File: config.mk
export PLATFORM = sky130hd
export DESIGN_NAME = pulse_gen_flat
export DESIGN_NICKNAME = d
export VERILOG_FILES = /design/src/rtl/pulse_gen_if.sv /design/src/rtl/pulse_gen.sv /design/src/flat_wrapper.sv
export SDC_FILE = /design/constraint.sdc
export NUM_CORES = 1
export LEC_CHECK = 0
export CORE_MARGIN = 3
export CORE_UTILIZATION = 58
export DETAILED_ROUTE_END_ITERATION = 6
export GPL_ROUTABILITY_DRIVEN = 0
export PLACE_DENSITY_LB_ADDON = 0.15
export SLEW_MARGIN = 25
export SYNTH_ARGS = -nofsm -noshare
export SYNTH_HDL_FRONTEND = slang
export SYNTH_SLANG_ARGS = --single-unit
File: constraint.sdc
create_clock -name clk -period 4.1 [get_ports clk]
set_input_delay 0.82 -clock clk [delete_from_list [all_inputs] [get_ports clk]]
set_output_delay 0.82 -clock clk [all_outputs]
set_load 0.05 [all_outputs]
File: src/rtl/pulse_gen_if.sv
// pulse_gen_if
// Groups the controller-facing signals of the step pulse generator.
//   master : the motion controller (drives the request, observes status)
//   slave  : pulse_gen itself
// Signals:
//   Enable     - start request from the controller
//   PulseNum   - number of step pulses to emit (10 bits)
//   Motor      - target motor index 0..5
//   DRs        - direction bits per motor (1 reverse, 0 forward)
//   Busy       - job in progress
//   STPs       - step pulse per motor
//   DIRs       - registered direction outputs to the drivers
//   Done       - one-cycle completion strobe
//   PulseCount - pulses completed in the current or last job
interface pulse_gen_if;
    logic       Enable;
    logic [9:0] PulseNum;
    logic [2:0] Motor;
    logic [5:0] DRs;
    logic       Busy;
    logic [5:0] STPs;
    logic [5:0] DIRs;
    logic       Done;
    logic [9:0] PulseCount;

    modport master (
        output Enable, PulseNum, Motor, DRs,
        input  Busy, STPs, DIRs, Done, PulseCount
    );

    modport slave (
        input  Enable, PulseNum, Motor, DRs,
        output Busy, STPs, DIRs, Done, PulseCount
    );
endinterface

File: src/rtl/pulse_gen.sv
// pulse_gen
// Emits a burst of step pulses on one of six motor step lines. A job is
// accepted from IDLE when Enable is high with a non-zero pulse count and a
// valid motor index; direction bits are loaded first, held for DIR_SETUP
// cycles, then PulseNum pulses of HALF_PERIOD high / HALF_PERIOD low follow,
// ending with a one-cycle Done strobe.
// Parameters:
//   HALF_PERIOD - cycles STP is high and also low per pulse (1..65535)
//   DIR_SETUP   - cycles DIR is stable before the first STP rise (1..65535)
// Ports:
//   clk - clock, rising edge
//   rst - asynchronous active-high reset
//   bus - pulse_gen_if.slave (request inputs, registered status outputs)
module pulse_gen #(
    parameter int HALF_PERIOD = 500,
    parameter int DIR_SETUP   = 10
) (
    input logic        clk,
    input logic        rst,
    pulse_gen_if.slave bus
);

    localparam logic [2:0] IDLE  = 3'd0;
    localparam logic [2:0] SETUP = 3'd1;
    localparam logic [2:0] HIGH  = 3'd2;
    localparam logic [2:0] LOW   = 3'd3;
    localparam logic [2:0] DONE  = 3'd4;

    // Timers count down to zero, so a phase of N cycles loads N-1.
    // 16 bits covers the full parameter range without wrapping.
    localparam logic [15:0] SETUP_LOAD = 16'(DIR_SETUP - 1);
    localparam logic [15:0] HALF_LOAD  = 16'(HALF_PERIOD - 1);

    logic [2:0]  state;
    logic [15:0] timer;
    logic [9:0]  num_q;
    logic [2:0]  motor_q;
    logic [5:0]  step_mask;
    logic [9:0]  count_next;

    // motor_q is only ever loaded with 0..5, so the mask is always one-hot.
    assign step_mask  = 6'b000001 << motor_q;
    assign count_next = bus.PulseCount + 10'd1;

    always_ff @(posedge clk or posedge rst) begin
        if (rst) begin
            state          <= IDLE;
            timer          <= '0;
            num_q          <= '0;
            motor_q        <= '0;
            bus.Busy       <= 1'b0;
            bus.STPs       <= '0;
            bus.DIRs       <= '0;
            bus.Done       <= 1'b0;
            bus.PulseCount <= '0;
        end else begin
            case (state)
                IDLE: begin
                    // Invalid requests fall through silently.
                    if (bus.Enable && (bus.PulseNum != 10'd0) && (bus.Motor <= 3'd5)) begin
                        num_q          <= bus.PulseNum;
                        motor_q        <= bus.Motor;
                        bus.DIRs       <= bus.DRs;
                        bus.PulseCount <= '0;
                        bus.Busy       <= 1'b1;
                        timer          <= SETUP_LOAD;
                        state          <= SETUP;
                    end
                end
                SETUP: begin
                    if (timer == 16'd0) begin
                        bus.STPs <= step_mask;
                        timer    <= HALF_LOAD;
                        state    <= HIGH;
                    end else begin
                        timer <= timer - 16'd1;
                    end
                end
                HIGH: begin
                    if (timer == 16'd0) begin
                        bus.STPs <= '0;
                        timer    <= HALF_LOAD;
                        state    <= LOW;
                    end else begin
                        timer <= timer - 16'd1;
                    end
                end
                LOW: begin
                    // The pulse completes as LOW ends; the outputs are
                    // registered so they change together with the state.
                    if (timer == 16'd0) begin
                        bus.PulseCount <= count_next;
                        if (count_next == num_q) begin
                            bus.Done <= 1'b1;
                            state    <= DONE;
                        end else begin
                            bus.STPs <= step_mask;
                            timer    <= HALF_LOAD;
                            state    <= HIGH;
                        end
                    end else begin
                        timer <= timer - 16'd1;
                    end
                end
                DONE: begin
                    bus.Done <= 1'b0;
                    bus.Busy <= 1'b0;
                    state    <= IDLE;
                end
                default: begin
                    bus.Done <= 1'b0;
                    bus.Busy <= 1'b0;
                    bus.STPs <= '0;
                    state    <= IDLE;
                end
            endcase
        end
    end

endmodule

File: src/flat_wrapper.sv
// flat-port wrapper written by rule: the top's interface ports become plain ports
module pulse_gen_flat 
#(
    parameter int HALF_PERIOD = 500,
    parameter int DIR_SETUP   = 10
)
  (clk, rst, bus_Enable, bus_PulseNum, bus_Motor, bus_DRs, bus_Busy, bus_STPs, bus_DIRs, bus_Done, bus_PulseCount);
  pulse_gen_if bus_i ();
  input logic clk;
  input logic rst;
  input wire logic [$bits(bus_i.Enable)-1:0] bus_Enable;
  input wire logic [$bits(bus_i.PulseNum)-1:0] bus_PulseNum;
  input wire logic [$bits(bus_i.Motor)-1:0] bus_Motor;
  input wire logic [$bits(bus_i.DRs)-1:0] bus_DRs;
  output wire logic [$bits(bus_i.Busy)-1:0] bus_Busy;
  output wire logic [$bits(bus_i.STPs)-1:0] bus_STPs;
  output wire logic [$bits(bus_i.DIRs)-1:0] bus_DIRs;
  output wire logic [$bits(bus_i.Done)-1:0] bus_Done;
  output wire logic [$bits(bus_i.PulseCount)-1:0] bus_PulseCount;
  assign bus_i.Enable = bus_Enable;
  assign bus_i.PulseNum = bus_PulseNum;
  assign bus_i.Motor = bus_Motor;
  assign bus_i.DRs = bus_DRs;
  assign bus_Busy = bus_i.Busy;
  assign bus_STPs = bus_i.STPs;
  assign bus_DIRs = bus_i.DIRs;
  assign bus_Done = bus_i.Done;
  assign bus_PulseCount = bus_i.PulseCount;
  pulse_gen #(.HALF_PERIOD(HALF_PERIOD), .DIR_SETUP(DIR_SETUP)) u_core (.clk(clk), .rst(rst), .bus(bus_i));
endmodule
==> impl_results.md <==
- N_diodes: 0
- Most common cell after layout, fill and taps aside: dfrtp_1
- First-pass GRT wire length: 11.7 mm
- Port Buffers: 45
- Largest net degree at the start of global routing: slightly above 40
- Share of post-route cells with drive strength above 1: a little over a tenth
- # fillers: ~370
- Skew-Pair Late Insertion Delay: 0.30 ns
- Total Routing Usage GR: 23.9%
- Die W: just under 80 µm
- Largest cells by area after synthesis: dfrtp_1 (46%), mux2_1 (5.2%), mux2_2 (4.1%)
- GRT overflow: 0
- Max transition margin: 40.6%
- Synth Cell Area: 3040 µm²
- RSZ-0062 raised after global routing: no
- Synth Area in XOR/XNOR: approximately 2.9%
- Syn Area/Cell: 10.1 µm²
- Mux cell area share after synthesis: 9.58%
- Reg area: 1400 µm²
- Largest family of logic cells by synthesized area: simple AND/OR/NAND/NOR gates
- Die height: 78.4 µm
- Critical R2R Capture: u_core.bus.STPs[3]
- Post-cts resize count: 0
- Top FF cell, synth: dfrtp_1
- Worst setup path startpoint: bus_PulseNum[6]
- Worst Path Required: 4.28 ns
- Met2 GRT Util: 37.7%
- Max-slew violations: 0
- Initial antenna violation count: 0
- Simple-gate area share of the yosys netlist: around a fifth
- Clock share of power: 13.2%
- Detailed placement HPWL: about 5 mm
- Hold-fix buffers, CTS: 0
- Layout area overhead: 19.2%
- Final nets: 371
- Core Area: 4910 µm²
- Post-layout worst setup margin: 1.15 ns
- Period utilization: 72.0%
- Worst-path clk slew: about 0.1 ns
- R2R cell count: 7
- Register area share after synthesis: 46.0%
- CTS root buffer: clkbuf_8
- Max-cap violation count: 0
- Net Sw Frac: 43.3%
- Most frequent cells in the layout: dfrtp_1 (56), clkdlybuf4s50_1 (45), nor2_1 (25)
- Yosys top cell area share: between 40% and 50%
- CP startpoint kind: primary input
- TNS Setup: 0 ns
- Syn_nets: around 330
- Flop pwr share: a little over 40%
- Worst R2R Start: u_core.bus.PulseCount[0]
- DRC: 0
- Minimum clock period: roughly 3 ns
- Adder and majority cell fraction of the synthesized area: approximately 1.2%
- Dominant cell type by area after synthesis: dfrtp_1
- Initial DRC Count: ~230
- Pre-CTS WS: 0.862 ns
- Least-Margin Pin Slew: 0.891 ns
- CP endpoint kind: register
- Min Hold Slack: 0.490 ns
- Synth warn: 0
- Crit path DAT: 3.13 ns
- Post-synth cell types: 57
- Status: completed
- Post-synthesis compound-gate area fraction: 18.6%
- Maximum VDD drop: roughly 510 µV
- Max clock buf depth: 2
- Final hold vios: 0
- Io pins: 46
- Pre-Repair DR Iteration Count: 4
- Cell count after synthesis: between 300 and 400
- Gr busiest metal: met2
- Starting density of the core: 62.0%
- Drt wl/cell: 16.4 µm
- Combinational power share: 45.6%
- CTS tree: done
- CP Max Fanout: 11
- Post-CTS Setup Bufs: 0
- Clock Skew: 0.00589 ns
- # H-tree levels: 2
- Global-route met3 utilization: 4.93%
- Vias in the first global route: 2429
- Crit Path Class: primary input to register
- Pint: around 1.3 mW
- Total CTS buffers: 5
- Switching power: 960 µW
- Number of flops mapped to enable cells by yosys: 0
- Grt met1 use: 34.3%
- Worst Setup EP: u_core.bus.PulseCount[9]
- FF-to-FF setup slack: 1.40 ns
- FMAX: 339 MHz
- Via-to-Cell Ratio: 6.08
- Ys async rst share: 100%
- Final setup vio count: 0
- Routed Antenna Nets: 0
- Post-Route WL: just under 7 mm
- Clock tree sinks: 56
- Vias: 2510
- P_leak: ~1.5 nW
- #FFs+latches synth: 56
- Placement Rows: 25
- DIE AREA: 6150 µm²
- P per Cell Area: 610 nW/µm²
- HP Class: register to register
- Area of the multi-input gates: 1570 µm²
[power groups by stage]
stage               clock network [mW]  registers, mW  logic (mW)
global route                     0.315          0.944        1.12
global placement                     0          0.909       0.980
detailed placement                   0          0.919        1.00
finish                           0.292          0.912        1.01
floorplan                            0           1.00       0.639
CTS                              0.293          0.910        1.01
[worst min path at each step]
stage                       start                  to  slack, ns  depth (start not counted)
4_1_cts          u_core.timer[15]    u_core.timer[15]       0.49                          1
5_1_grt        u_core.bus.DIRs[5]  u_core.bus.DIRs[5]       0.51                          1
3_5_place_dp      u_core.bus.Busy     u_core.bus.Busy       0.47                          1
6_report         u_core.timer[15]    u_core.timer[15]       0.49                          1
3_3_place_gp   u_core.bus.DIRs[4]  u_core.bus.DIRs[4]       0.47                          1
2_1_floorplan    u_core.timer[15]    u_core.timer[15]       0.44                          1
[cells by family (layout without fill, tap and decap cells)]
logic type	after synthesis	in the layout
compound gates	81	81
xor+xnor	10	10
fa+ha+maj	3	3
buf+inv	15	60
flops	56	56
mux	26	26
simple gates	110	110
[flip-flops by register name, indices dropped and copies added, names as in the netlist]
signal                 flops
u_core.timer              16
u_core.bus.PulseCount     10
u_core.num_q              10
u_core.bus.DIRs            6
u_core.bus.STPs            6
u_core.motor_q             3
u_core.state               3
u_core.bus.Busy            1
u_core.bus.Done            1
[worst max-delay path, cell delays in order]
cell             delay (ns)
clkdlybuf4s50_1        0.44
or4_1                  0.56
o41ai_2                0.44
nor4_2                 0.08
buf_4                  0.20
nor2_2                 0.31
o21ai_0                0.17
o41ai_1                0.10
[routing by layer]
metal | part of all wire [%] | up-vias
li1 | - | 1209
met2 | 47 | 76
met5 | 0 | -
met1 | 46 | 1221
met4 | 0.52 | 0
met3 | 6.3 | 4
[cell usage after synthesis (3+ instances only)]
| cell type | n |
|---|---|
| a21o_1 | 4 |
| a21oi_1 | 16 |
| a31oi_1 | 13 |
| and2_1 | 3 |
| and3_1 | 7 |
| buf_2 | 3 |
| clkbuf_1 | 4 |
| dfrtp_1 | 56 |
| ha_1 | 3 |
| inv_1 | 5 |
| mux2_1 | 14 |
| mux2_2 | 11 |
| nand2_1 | 21 |
| nand2b_1 | 3 |
| nand3_1 | 7 |
| nor2_1 | 25 |
| nor3_1 | 12 |
| nor3b_1 | 4 |
| nor4_1 | 5 |
| o21ai_0 | 22 |
| o31ai_1 | 4 |
| o41ai_1 | 3 |
| or3_1 | 3 |
| or4_1 | 4 |
| xor2_1 | 8 |
[metrics by stage]
| stage | power, mW | cell area [µm²] | std cells | util [%] |
|---|---|---|---|---|
| 3_5_place_dp | 1.92 | 3550 | 406 | 72.2 |
| 4_1_cts | 2.21 | 3630 | 413 | 73.9 |
| 6_report | 2.21 | 3630 | 413 | 73.9 |
| 3_3_place_gp | 1.89 | 3550 | 406 | 72.2 |
| 2_1_floorplan | 1.64 | 3040 | 301 | - |
| 5_1_grt | 2.38 | 3630 | 413 | 73.9 |
[cell type report]
| type | instances | area share, % |
|---|---|---|
| inverter | 5 | 0.517 |
| clock inverter | 2 | 0.345 |
| sequential | 56 | 38.6 |
| timing repair buffer | 48 | 13.0 |
| multi-input combinational | 230 | 43.3 |
| clock buffer | 5 | 1.90 |
| tap | 67 | 2.31 |
No activity file was read; power rests on OpenSTA's default activity.
